## src/rtl/ctrl_pkg.sv

```systemverilog
`default_nettype none
// +------------------------------------------------------------------+
// | ctrl_pkg: shared widths and state encoding for the control group  |
// | Revision: 1.0                                                     |
// +------------------------------------------------------------------+
package ctrl_pkg;

  localparam int ADDRW      = 8;
  localparam int OPCODEW    = 2;
  localparam int INSTRW     = 2 * ADDRW + OPCODEW;
  localparam int OP_SHA_BIT = 0;

  typedef enum logic [1:0] {
    WAIT_IDLE = 2'd0,
    IDLE      = 2'd1,
    SHIFT     = 2'd2
  } state_t;

endpackage
`default_nettype wire

```

## src/rtl/req_deserializer_if.sv

```systemverilog
`default_nettype none
// +------------------------------------------------------------------+
// | req_deserializer_if: CPU serial link, queue handshake, err flags  |
// | Revision: 1.0                                                     |
// +------------------------------------------------------------------+
interface req_deserializer_if
  import ctrl_pkg::*;
#(
  parameter int ADDRW   = ctrl_pkg::ADDRW,
  parameter int OPCODEW = ctrl_pkg::OPCODEW
);

  logic               spi_sclk;
  logic               spi_cs_n;
  logic               spi_mosi;
  logic               ready_in_aes;
  logic               ready_in_sha;
  logic               err_clr;
  logic [OPCODEW-1:0] opcode;
  logic [ADDRW-1:0]   key_addr;
  logic [ADDRW-1:0]   text_addr;
  logic               valid_out;
  logic               cpu_busy;
  logic               err_frame;
  logic               err_overflow;

  modport master (
    output spi_sclk, spi_cs_n, spi_mosi, ready_in_aes, ready_in_sha, err_clr,
    input  opcode, key_addr, text_addr, valid_out, cpu_busy, err_frame, err_overflow
  );

  modport slave (
    input  spi_sclk, spi_cs_n, spi_mosi, ready_in_aes, ready_in_sha, err_clr,
    output opcode, key_addr, text_addr, valid_out, cpu_busy, err_frame, err_overflow
  );

endinterface
`default_nettype wire

```

## src/rtl/sync_edge.sv

```systemverilog
`default_nettype none
// +------------------------------------------------------------------+
// | sync_edge: multi-flop synchroniser with registered edge detect    |
// | Revision: 1.0                                                     |
// +------------------------------------------------------------------+
module sync_edge #(
  parameter int STAGES = 2
) (
  input  logic clk,
  input  logic rst,
  input  logic din,
  output logic sync_out,
  output logic rise,
  output logic fall
);

  logic [STAGES-1:0] chain;
  logic              prev;

  always_ff @(posedge clk) begin
    if (rst) begin
      chain <= '0;
      prev  <= 1'b0;
      rise  <= 1'b0;
      fall  <= 1'b0;
    end else begin
      chain <= {chain[STAGES-2:0], din};
      prev  <= chain[STAGES-1];
      rise  <= chain[STAGES-1] & ~prev;
      fall  <= ~chain[STAGES-1] & prev;
    end
  end

  assign sync_out = chain[STAGES-1];

endmodule
`default_nettype wire

```

## src/rtl/req_deserializer.sv

```systemverilog
`default_nettype none
// +------------------------------------------------------------------+
// | req_deserializer: 3-wire serial instruction receiver, valid/ready |
// | Revision: 1.0                                                     |
// +------------------------------------------------------------------+
module req_deserializer
  import ctrl_pkg::*;
#(
  parameter int ADDRW       = ctrl_pkg::ADDRW,
  parameter int OPCODEW     = ctrl_pkg::OPCODEW,
  parameter int SYNC_STAGES = 2
) (
  input  logic            clk,
  input  logic            rst,
  req_deserializer_if.slave bus
);

  localparam int INSTRW = 2 * ADDRW + OPCODEW;
  localparam int CNTW   = $clog2(INSTRW + 2);
  localparam logic [CNTW-1:0] CNT_FULL = CNTW'(INSTRW);
  localparam logic [CNTW-1:0] CNT_MAX  = CNTW'(INSTRW + 1);

  logic sclk_level, sclk_rise, sclk_fall;
  logic cs_level, cs_rise, cs_fall;
  logic [SYNC_STAGES-1:0] mosi_sync;
  logic unused_sclk;

  sync_edge #(.STAGES(SYNC_STAGES)) u_sclk_sync (
    .clk(clk), .rst(rst), .din(bus.spi_sclk),
    .sync_out(sclk_level), .rise(sclk_rise), .fall(sclk_fall)
  );

  sync_edge #(.STAGES(SYNC_STAGES)) u_cs_sync (
    .clk(clk), .rst(rst), .din(bus.spi_cs_n),
    .sync_out(cs_level), .rise(cs_rise), .fall(cs_fall)
  );

  // mosi is sampled one cycle behind its synchroniser, so no edge stage is needed
  always_ff @(posedge clk) begin
    if (rst) mosi_sync <= '0;
    else     mosi_sync <= {mosi_sync[SYNC_STAGES-2:0], bus.spi_mosi};
  end

  assign unused_sclk = sclk_level ^ sclk_fall;

  state_t              state, state_nxt;
  logic [CNTW-1:0]     cnt, cnt_nxt;
  logic [INSTRW-1:0]   shreg, sh_nxt;
  logic                commit, frame_err;

  logic [OPCODEW-1:0]  opcode_q;
  logic [ADDRW-1:0]    key_q, text_q;
  logic                valid_q, err_frame_q, err_ovf_q;
  logic                xfer, load, drop;

  always_ff @(posedge clk) begin
    if (rst) begin
      state <= WAIT_IDLE;
      cnt   <= '0;
      shreg <= '0;
    end else begin
      state <= state_nxt;
      cnt   <= cnt_nxt;
      shreg <= sh_nxt;
    end
  end

  always_comb begin
    state_nxt = state;
    cnt_nxt   = cnt;
    sh_nxt    = shreg;
    commit    = 1'b0;
    frame_err = 1'b0;
    case (state)
      WAIT_IDLE: if (cs_level) state_nxt = IDLE;
      IDLE: begin
        if (cs_fall) begin
          state_nxt = SHIFT;
          cnt_nxt   = '0;
        end
      end
      SHIFT: begin
        if (cs_rise) begin
          state_nxt = IDLE;
          if (cnt == CNT_FULL) commit    = 1'b1;
          else                 frame_err = 1'b1;
        end else if (sclk_rise) begin
          sh_nxt = {shreg[INSTRW-2:0], mosi_sync[SYNC_STAGES-1]};
          if (cnt != CNT_MAX) cnt_nxt = cnt + 1'b1;
        end
      end
      default: state_nxt = WAIT_IDLE;
    endcase
  end

  // Only the engine selected by the held opcode can accept it
  assign xfer = valid_q & (opcode_q[OP_SHA_BIT] ? bus.ready_in_sha : bus.ready_in_aes);
  assign load = commit & (~valid_q | xfer);
  assign drop = commit & valid_q & ~xfer;

  always_ff @(posedge clk) begin
    if (rst) begin
      opcode_q    <= '0;
      key_q       <= '0;
      text_q      <= '0;
      valid_q     <= 1'b0;
      err_frame_q <= 1'b0;
      err_ovf_q   <= 1'b0;
    end else begin
      if (load) begin
        opcode_q <= shreg[INSTRW-1 -: OPCODEW];
        key_q    <= shreg[2*ADDRW-1 -: ADDRW];
        text_q   <= shreg[ADDRW-1:0];
        valid_q  <= 1'b1;
      end else if (xfer) begin
        valid_q  <= 1'b0;
      end
      err_frame_q <= (err_frame_q & ~bus.err_clr) | frame_err;
      err_ovf_q   <= (err_ovf_q & ~bus.err_clr) | drop;
    end
  end

  assign bus.opcode       = opcode_q;
  assign bus.key_addr     = key_q;
  assign bus.text_addr    = text_q;
  assign bus.valid_out    = valid_q;
  assign bus.cpu_busy     = valid_q;
  assign bus.err_frame    = err_frame_q;
  assign bus.err_overflow = err_ovf_q;

endmodule
`default_nettype wire

```

## src/flat_wrapper.sv

```systemverilog
// flat-port wrapper written by rule: the top's interface ports become plain ports
module req_deserializer_flat import ctrl_pkg::*;
#(
  parameter int ADDRW       = ctrl_pkg::ADDRW,
  parameter int OPCODEW     = ctrl_pkg::OPCODEW,
  parameter int SYNC_STAGES = 2
)
  (clk, rst, bus_spi_sclk, bus_spi_cs_n, bus_spi_mosi, bus_ready_in_aes, bus_ready_in_sha, bus_err_clr, bus_opcode, bus_key_addr, bus_text_addr, bus_valid_out, bus_cpu_busy, bus_err_frame, bus_err_overflow);
  req_deserializer_if #(.ADDRW(ADDRW), .OPCODEW(OPCODEW)) bus_i ();
  input  logic clk;
  input  logic rst;
  input wire logic [$bits(bus_i.spi_sclk)-1:0] bus_spi_sclk;
  input wire logic [$bits(bus_i.spi_cs_n)-1:0] bus_spi_cs_n;
  input wire logic [$bits(bus_i.spi_mosi)-1:0] bus_spi_mosi;
  input wire logic [$bits(bus_i.ready_in_aes)-1:0] bus_ready_in_aes;
  input wire logic [$bits(bus_i.ready_in_sha)-1:0] bus_ready_in_sha;
  input wire logic [$bits(bus_i.err_clr)-1:0] bus_err_clr;
  output wire logic [$bits(bus_i.opcode)-1:0] bus_opcode;
  output wire logic [$bits(bus_i.key_addr)-1:0] bus_key_addr;
  output wire logic [$bits(bus_i.text_addr)-1:0] bus_text_addr;
  output wire logic [$bits(bus_i.valid_out)-1:0] bus_valid_out;
  output wire logic [$bits(bus_i.cpu_busy)-1:0] bus_cpu_busy;
  output wire logic [$bits(bus_i.err_frame)-1:0] bus_err_frame;
  output wire logic [$bits(bus_i.err_overflow)-1:0] bus_err_overflow;
  assign bus_i.spi_sclk = bus_spi_sclk;
  assign bus_i.spi_cs_n = bus_spi_cs_n;
  assign bus_i.spi_mosi = bus_spi_mosi;
  assign bus_i.ready_in_aes = bus_ready_in_aes;
  assign bus_i.ready_in_sha = bus_ready_in_sha;
  assign bus_i.err_clr = bus_err_clr;
  assign bus_opcode = bus_i.opcode;
  assign bus_key_addr = bus_i.key_addr;
  assign bus_text_addr = bus_i.text_addr;
  assign bus_valid_out = bus_i.valid_out;
  assign bus_cpu_busy = bus_i.cpu_busy;
  assign bus_err_frame = bus_i.err_frame;
  assign bus_err_overflow = bus_i.err_overflow;
  req_deserializer #(.ADDRW(ADDRW), .OPCODEW(OPCODEW), .SYNC_STAGES(SYNC_STAGES)) u_core (.clk(clk), .rst(rst), .bus(bus_i));
endmodule
```

## config.mk

```make
export PLATFORM = sky130hd
export DESIGN_NAME = req_deserializer_flat
export DESIGN_NICKNAME = d
export VERILOG_FILES = /design/src/rtl/ctrl_pkg.sv /design/src/rtl/req_deserializer_if.sv /design/src/rtl/sync_edge.sv /design/src/rtl/req_deserializer.sv /design/src/flat_wrapper.sv
export SDC_FILE = /design/constraint.sdc
export NUM_CORES = 1
export LEC_CHECK = 0
export BUFFER_PORTS_ARGS = -buffer_cell sky130_fd_sc_hd__buf_2
export CORE_MARGIN = 3
export CORE_UTILIZATION = 56
export CTS_CLUSTER_DIAMETER = 60
export CTS_CLUSTER_SIZE = 12
export DETAILED_ROUTE_END_ITERATION = 8
export GPL_ROUTABILITY_DRIVEN = 0
export PLACE_DENSITY = 0.78
export SLEW_MARGIN = 20
export SYNTH_ARGS = -nofsm -noshare
export SYNTH_HDL_FRONTEND = slang
export SYNTH_SLANG_ARGS = --single-unit
```

## constraint.sdc

```tcl
create_clock -name clk -period 1.65 [get_ports clk]
set_clock_uncertainty 0.05 [all_clocks]
set_input_delay 0.165 -clock clk [delete_from_list [all_inputs] [get_ports clk]]
set_output_delay 0.165 -clock clk [all_outputs]
set_load 0.01 [all_outputs]
```

Word level (Yosys, flattened, before mapping). Index checks and enable logic that the tools add are counted.

Add/sub/neg operators: 1. Eq/ne operators: 10. Muxes and demuxes: 18. Bitwise operators: 19. Reductions and logical operators: 6.

Operators by type and width (number): $mux 5 (4); $ne 2x2->1 const B (5); $pmux 5 s2 (1); $and 1x1->1 (9); $mux 1 (9); $not 1->1 (7); $mux 2 (3); $pmux 2 s3 (1); $reduce_and 3->1 (2); $add 5x1->5 const B (1); $eq 5x5->1 const B (1); $ne 5x5->1 const B (1); $reduce_and 5->1 (1); $reduce_bool 2->1 (2); $or 1x1->1 (3); $eq 2x1->1 const B (1); $eq 2x2->1 const B (1); $logic_not 2->1 (1); $ne 2x1->1 const B (1).

Register bits: 57. Bits of input ports: 8. Output and inout bits: 22.

Depth between registers and ports, before layout. Gate-level depths: netlist of run 1.

Depth after elaboration: 7. Mapped depth: 7. Gate-level depth less buffers: 5.

Cells and area by module. Synthesis of run 1 repeated with hierarchy kept, for this count alone.

Cell total of the unflattened synthesis: 242. Area, all modules: 2243.4 µm².

By module, submodules not included: req_deserializer (times used 1, cells each 222, area each 1975.6 µm², sequential area each 960.9 µm²); sync_edge (times used 2, cells each 10, area each 133.9 µm², sequential area each 100.1 µm²).

Worst setup path after synthesis of run 1. OpenSTA, ideal clock, no wires.

Kind: reg-to-reg. Start: register u_core.cnt[0]. End: register u_core.key_q[0], in the netlist u_core.bus.key_addr[0]. Data arrival time: 1330 ps. Required time: 1528 ps. Slack: 198 ps. Stages on the path, launching flop included: 8. Buffers on the path: 2. Cell sequence: dfxtp_1 > inv_1 > ha_1 > nand4bb_1 > a211oi_2 > buf_6 > buf_12 > mux2i_1.

Word-level cells in the longest chain between the ends: 5.

Ends and longest elaborated chain: from (decl) (RTL line req_deserializer.sv:47) `logic [CNTW-1:0] cnt, cnt_nxt;`; from (signal assigned) (RTL line req_deserializer.sv:63) `cnt <= cnt_nxt;`; $eq 5x5->1 (RTL line req_deserializer.sv:85) `if (cnt == CNT_FULL) commit = 1'b1;`; $mux 1 (RTL line req_deserializer.sv:85); $mux 1 (RTL line req_deserializer.sv:83) `if (cs_rise) begin`; $mux 1 (RTL line req_deserializer.sv:74) `case (state)`; $and 1x1->1 (RTL line req_deserializer.sv:98) `assign load = commit & (~valid_q | xfer);`; to (signal assigned) (RTL line req_deserializer.sv:112) `key_q <= shreg[2*ADDRW-1 -: ADDRW];`; to (decl) (RTL line req_deserializer.sv:52) `logic [ADDRW-1:0] key_q, text_q;`.

Every way passes these cells. A chain may end at the register's enable or synchronous reset.

Final worst setup path of run 1.
Start: register u_core.cnt[0]. End: register u_core.text_q[4], in the netlist u_core.bus.text_addr[4].

Word-level cells in the longest chain between the ends: 5.

Ends and longest elaborated chain: $eq 5x5->1 (RTL line req_deserializer.sv:85); $mux 1 (RTL line req_deserializer.sv:85); $mux 1 (RTL line req_deserializer.sv:83); $mux 1 (RTL line req_deserializer.sv:74); $and 1x1->1 (RTL line req_deserializer.sv:98); to (signal assigned) (RTL line req_deserializer.sv:113) `text_q <= shreg[ADDRW-1:0];`; to (decl) (RTL line req_deserializer.sv:52).

Every way passes these cells.

==> results of run 1 <==
[area by class of cell]
type | count | area, µm² | area share (%)
multi-input combinational | 163 | 993 | 35.7
clock buffer | 11 | 151 | 5.44
inverter | 4 | 15.0 | 0.539
clock inverter | 5 | 77.6 | 2.79
timing repair buffer | 47 | 343 | 12.3
sequential | 57 | 1140 | 41.1
tap | 48 | 60.1 | 2.16
[logic make-up after synthesis]
logic type      count (synthesis)
fa+ha+maj                       2
mux                            19
flops                          57
buf+inv                        21
compound gates                 35
simple gates                  107
[per-stage QoR]
step	setup WS (ns)	area [µm²]	util (%)	power (mW)	std cells
after CTS	0.0475	2670	71.3	2.96	328
after floorplan	0.198	2230	-	1.48	241
after global placement	0.0959	2410	64.3	1.50	309
after detailed placement	0.0623	2410	64.3	1.50	309
after global routing	-0.0135	2780	74.4	3.02	335
final	0.0534	2780	74.4	2.94	335
[sequential cells by signal, summed over array words and instances, names as in the netlist]
register and cells:
u_core.u_cs_sync.rise 1, u_core.bus.err_frame 1, u_core.shreg 18, u_core.bus.opcode 2
u_core.bus.cpu_busy 1, u_core.u_cs_sync.prev 1, u_core.u_cs_sync.chain 2, u_core.bus.key_addr 8
u_core.bus.text_addr 8, u_core.bus.err_overflow 1, u_core.u_cs_sync.fall 1, u_core.u_sclk_sync.rise 1
u_core.mosi_sync 2, u_core.cnt 5, u_core.u_sclk_sync.prev 1, u_core.u_sclk_sync.chain 2
u_core.state 2
[power groups by stage]
| stage | registers [mW] | logic [mW] | clock network [mW] |
|---|---|---|---|
| final | 1.40 | 0.0792 | 1.46 |
| after detailed placement | 1.43 | 0.0699 | 0 |
| after global routing | 1.40 | 0.0878 | 1.53 |
| after global placement | 1.43 | 0.0686 | 0 |
| after CTS | 1.40 | 0.0758 | 1.48 |
| after floorplan | 1.43 | 0.0512 | 0 |
[layer usage]
layer | GRT usage (%) | vias to the layer above | part of all wire, %
met2 | 27.8 | 48 | 47
met1 | 21.7 | 793 | 46
li1 | - | 888 | -
met5 | 0 | - | 0
met3 | 4.20 | 9 | 5.6
met4 | 10.6 | 0 | 1.3
[worst max-delay path, cell delays in order, from the launching register on]
cell	delay [ns]
dfxtp_2	0.34
inv_2	0.05
ha_2	0.20
nand4bb_4	0.15
a211oi_4	0.24
buf_6	0.17
clkbuf_16	0.16
mux2i_1	0.18
[what timing repair did]
item / CTS / global route
resized for setup: 0 / 6
hold buffers: 3 / 0
setup endpoints to repair: 0 / 21
hold endpoints to repair: 3 / 0
setup buffers: 0 / 4
[synthesized netlist by cell type (all sizes together)]
cell type  number
o21a            2
ha              2
and3b           1
o31ai           1
buf             9
a2bb2oi         2
a31oi           1
nor4b           1
and4bb          2
nand3b          2
nor2            4
o21ai           1
nand2          74
or3b            1
mux2i          19
dfxtp          57
o211ai          2
nand2b          1
nand4bb         2
clkbuf          8
inv             4
o2111ai         1
a211oi          1
o41a            1
nor3b           2
nand3           3
a211o           1
nor2b          11
nand4b          1
or4             2
a21oi          22
[worst max path at each step]
stage                                           end  slack [ns]  cells past startpoint
2_1_floorplan   u_core.bus.key_addr[0]$_SDFFE_PP0P_        0.20                      7
3_3_place_gp    u_core.bus.key_addr[5]$_SDFFE_PP0P_         0.1                      6
3_5_place_dp   u_core.bus.text_addr[4]$_SDFFE_PP0P_        0.06                      6
4_1_cts           u_core.bus.opcode[1]$_SDFFE_PP0P_        0.05                      6
5_1_grt        u_core.bus.text_addr[5]$_SDFFE_PP0P_       -0.01                      7
6_report       u_core.bus.text_addr[4]$_SDFFE_PP0P_        0.05                      7
==> flow_summary.ini, run 1 <==
[timing]
maxSlewHeadroom_pct = 71.9
finalCritPeriodShare_pct = 96.8
drv_slew = 0
setup_viol = 0
post-route-min-period_ns = 1.60
setup-tns-final_ns = 0
whs_ns = 0.0813
worst_pin_slew_ns = 0.410
fmax_mhz = 626
hold_viol_final = 0

[die]
die_w_um = 69.2
die_height_um = 69.2
pin_count = 30
row_count = 22
core_mm2 = 0.00374
initial_core_util_pct = 59.7
dieArea_mm2 = 0.00478

[pwr]
seq_power_share_pct = 47.5
p_int_mw = 2.35
swShare_pct = 20.0
vdd_ir_drop_max_v = 0.00120
p_leak_nw = 1.03
clock_power_share_pct = 49.8
p_sw_mw = 0.588
powerDensity_mw_per_mm2 = 1060
pwr-share-comb_pct = 2.7

[worst_hold_path]
whs_endpoint = u_core.bus.err_overflow$_SDFF_PP0_
whs_path_depth = 3
hp-class = in2reg
hold_start = bus_err_clr

[global_routing]
grt_pass1_wl_um = 6820
grt.total_usage_pct = 17.6
grt_max_degree = 37
grt_overflow = 0
grt_pass1_vias = 1610
antenna_found_initial = 0

[layout]
layout_commonest_cell = nand2_1
nFillCells = 267
final_nets = 292
layout_common_cells = nand2_1, dfxtp_1, buf_2
diodes = 0
drive_gt1_share_pct = 25.4
syn2layout_area_growth_pct = 24.6

[yosys]
yosys.area_share.xor_xnor_pct = 0
synth.net_count = 251
seq_area_frac_synth_pct = 51.1
synthCells = 241
synthDistinctLibCells = 35
yosys-top-cells-area = dfxtp_1, nand2_1, mux2i_1
synth_compound_area_share_pct = 10.1
synth_top_area_share_pct = 51.1
ys_warn_count = 0
synth.cell_area_mm2 = 0.00223
synthAdderAreaFrac_pct = 1.12
synth_area_per_cell_um2 = 9.27
synth_top_family_by_area = simple AND/OR/NAND/NOR gates
synth_top_area_cell = dfxtp_1
synthMuxAreaShare_pct = 8.51
ys_ff_latch = 57
synth-simple-area-share_pct = 23.6

[detailed_routing]
dr.pass1.iters = 4
ant_nets = 0
drc = 0
routed_wl_um = 4440
viasPerCell = 5.19
drtIter0Drc = 159
wl_per_cell_um = 13.2
vias = 1738

[clock_tree]
clk_pin_slew_ns = 0.07
numCtsBuffers = 9
ctsLongestPathBuffers = 2
cts_tree = built
clock_sinks = 57
h-tree-depth = 3
cts_root_buf = clkbuf_8
clock_latency_ns = 0.32

[setup_path]
crit_fanout = 5
r2r_start = u_core.cnt[0]$_SDFFE_PP0P_
cp.required_ns = 1.86
regToRegSetupSlack_ns = 0.05
reg2reg_to = u_core.bus.text_addr[4]$_SDFFE_PP0P_
arrival_ns = 1.80
ff2ff_path_depth = 7
critPathKind = reg2reg
cp-start-kind = flip-flop
worstSetupStartpoint = u_core.cnt[0]$_SDFFE_PP0P_
end_kind = flip-flop

[placement]
io_buffers = 29
dp_hpwl_um = 2650

[job]
maxCapViolations = 0

[status]
outcome = finished clean
(Power assumes the default switching activity.)
==> inputs of run 2 (changes only) <==
clock period = 1.82 ns   (was 1.65 ns; I/O delays follow)
==> run 2 against run 1 <==
Clock power fell by 23%; first-iteration DRC count fell by 26%; non-clock buffer count fell by 12; global-route usage fell by 0.78 points; critical path type unchanged; maximum frequency fell by 2.4%; cell count fell by 3.6%; total power fell by 16%; sequential power fell by 9%; worst setup slack improved by 0.13 ns; cell area fell by 7.0%.
==> flow_summary.ini, run 2 (synthesis results as in run 1) <==
[status]
outcome = finished clean

[detailed_routing]
routed_wl_um = 3710
dr.pass1.iters = 4
wl_per_cell_um = 11.5
drc = 0
drtIter0Drc = 117
viasPerCell = 5.12
ant_nets = 0
vias = 1653

[layout]
largest_register_ffs = 18
drive_gt1_share_pct = 21.1
layout_common_cells = nand2_1, dfxtp_1, buf_2
final_core_util_pct = 69.2
syn2layout_area_growth_pct = 15.9
final_nets = 280
diodes = 0
largest_register = u_core.shreg
layout_commonest_cell = nand2_1

[clock_tree]
h-tree-depth = 3
clock_sinks = 57
clk_pin_slew_ns = 0.07
clock_latency_ns = 0.32
cts-resized-gates = 0
post_cts_buffers = 0
numCtsBuffers = 9
cts_root_buf = clkbuf_8
ctsLongestPathBuffers = 2
cts_tree = built
ctsHoldBuffers = 0

[die]
initial_core_util_pct = 59.7
dieArea_mm2 = 0.00478
die_height_um = 69.2
core_mm2 = 0.00374
die_w_um = 69.2
row_count = 22
pin_count = 30

[pwr]
vdd_ir_drop_max_v = 0.000615
p_sw_mw = 0.513
pwr-share-comb_pct = 2.5
seq_power_share_pct = 51.5
powerDensity_mw_per_mm2 = 951
swShare_pct = 20.8
p_leak_nw = 0.938
clock_power_share_pct = 46.0
p_int_mw = 1.95

[timing]
post-route-min-period_ns = 1.64
maxSlewHeadroom_pct = 73.8
setup_viol = 0
finalCritPeriodShare_pct = 89.9
rsz0062_at_grt = no
worst_pin_slew_ns = 0.382
hold_viol_final = 0
final.setup.worst_slack_ns = 0.184
fmax_mhz = 611
drv_slew = 0
setup-tns-final_ns = 0

[global_routing]
grt_pass1_wl_um = 6600
grt_max_degree = 37
antenna_found_initial = 0
grt_overflow = 0
grt_pass1_vias = 1499
grt.total_usage_pct = 16.8

[setup_path]
cp-start-kind = flip-flop
regToRegSetupSlack_ns = 0.18
cp.required_ns = 2.01
slowest_stage = dfxtp_1
critPathKind = reg2reg
crit_fanout = 18
path_cells = inv_1, ha_1, nand4bb_1, a211oi_4, buf_12, mux2i_1
crit_buf_inv = 2
arrival_ns = 1.83
worstSetupStartpoint = u_core.cnt[0]$_SDFFE_PP0P_
cp_top_family = flip-flops
r2r_start = u_core.cnt[0]$_SDFFE_PP0P_
end_kind = flip-flop
slowest_delay_ns = 0.33

[placement]
dp_hpwl_um = 2530
io_buffers = 29
place_ws_ns = 0.208

[worst_hold_path]
hp-class = in2reg
hold_start = bus_spi_mosi

[job]
maxCapViolations = 0
[run 2: changes by cell type in the layout (fill, tap and decap cells not counted), moves of 2 or more]
| cell | change |
|---|---|
| buf_4 | -5 |
| buf_6 | -2 |
| clkbuf_16 | -2 |
| dfxtp_1 | +2 |
| dfxtp_2 | -2 |
| dlygate4sd3_1 | -3 |
[run 2: power groups by stage]
| stage | combinational, mW | sequential, mW | clock (mW) |
|---|---|---|---|
| finish | 0.0617 | 1.27 | 1.13 |
| global route | 0.0704 | 1.27 | 1.20 |
| CTS | 0.0630 | 1.27 | 1.15 |
| detailed placement | 0.0628 | 1.30 | 0 |
| global placement | 0.0627 | 1.29 | 0 |
| floorplan | 0.0464 | 1.29 | 0 |
[run 2: final timing paths]
path                            cells after the start                                    to
worst max-delay path                                6  u_core.bus.text_addr[6]$_SDFFE_PP0P_
worst min-delay path                                2        u_core.mosi_sync[0]$_SDFF_PP0_
worst max register to register                      6  u_core.bus.text_addr[6]$_SDFFE_PP0P_
worst min register to register                      1    u_core.u_sclk_sync.rise$_SDFF_PP0_
[run 2: per-stage QoR]
stage / std cells / power [mW] / instance area [µm²] / hold slack [ns]
2_1_floorplan: 241 / 1.34 / 2230 / 0.260
3_3_place_gp: 307 / 1.36 / 2390 / 0.321
3_5_place_dp: 307 / 1.36 / 2390 / 0.332
4_1_cts: 323 / 2.48 / 2590 / 0.00889
5_1_grt: 323 / 2.54 / 2590 / 0.0214
6_report: 323 / 2.46 / 2590 / 0.0229
[run 2: worst reg2reg max path, stage by stage, from the launching register on]
cell and delay (ns):
dfxtp_1 0.33, inv_1 0.08, ha_1 0.15, nand4bb_1 0.23, a211oi_4 0.27, buf_12 0.21
mux2i_1 0.24
[run 2: final cells by class]
class | instances | area (µm²)
Fill cell | 311 | 1150
Clock buffer | 11 | 141
Sequential cell | 57 | 1140
Multi-Input combinational cell | 163 | 975
Tap cell | 48 | 60.1
Clock inverter | 5 | 55.1
Timing Repair Buffer | 35 | 203
Inverter | 4 | 15.0
[run 2: per-layer routing]
| metal | global-route usage, % | vias up | wire, µm |
|---|---|---|---|
| li1 | - | 861 | - |
| met1 | 22.2 | 752 | 1850 |
| met2 | 25.2 | 34 | 1650 |
| met3 | 4.20 | 6 | 159 |
| met4 | 9.11 | 0 | 55 |
| met5 | 0 | - | 0 |
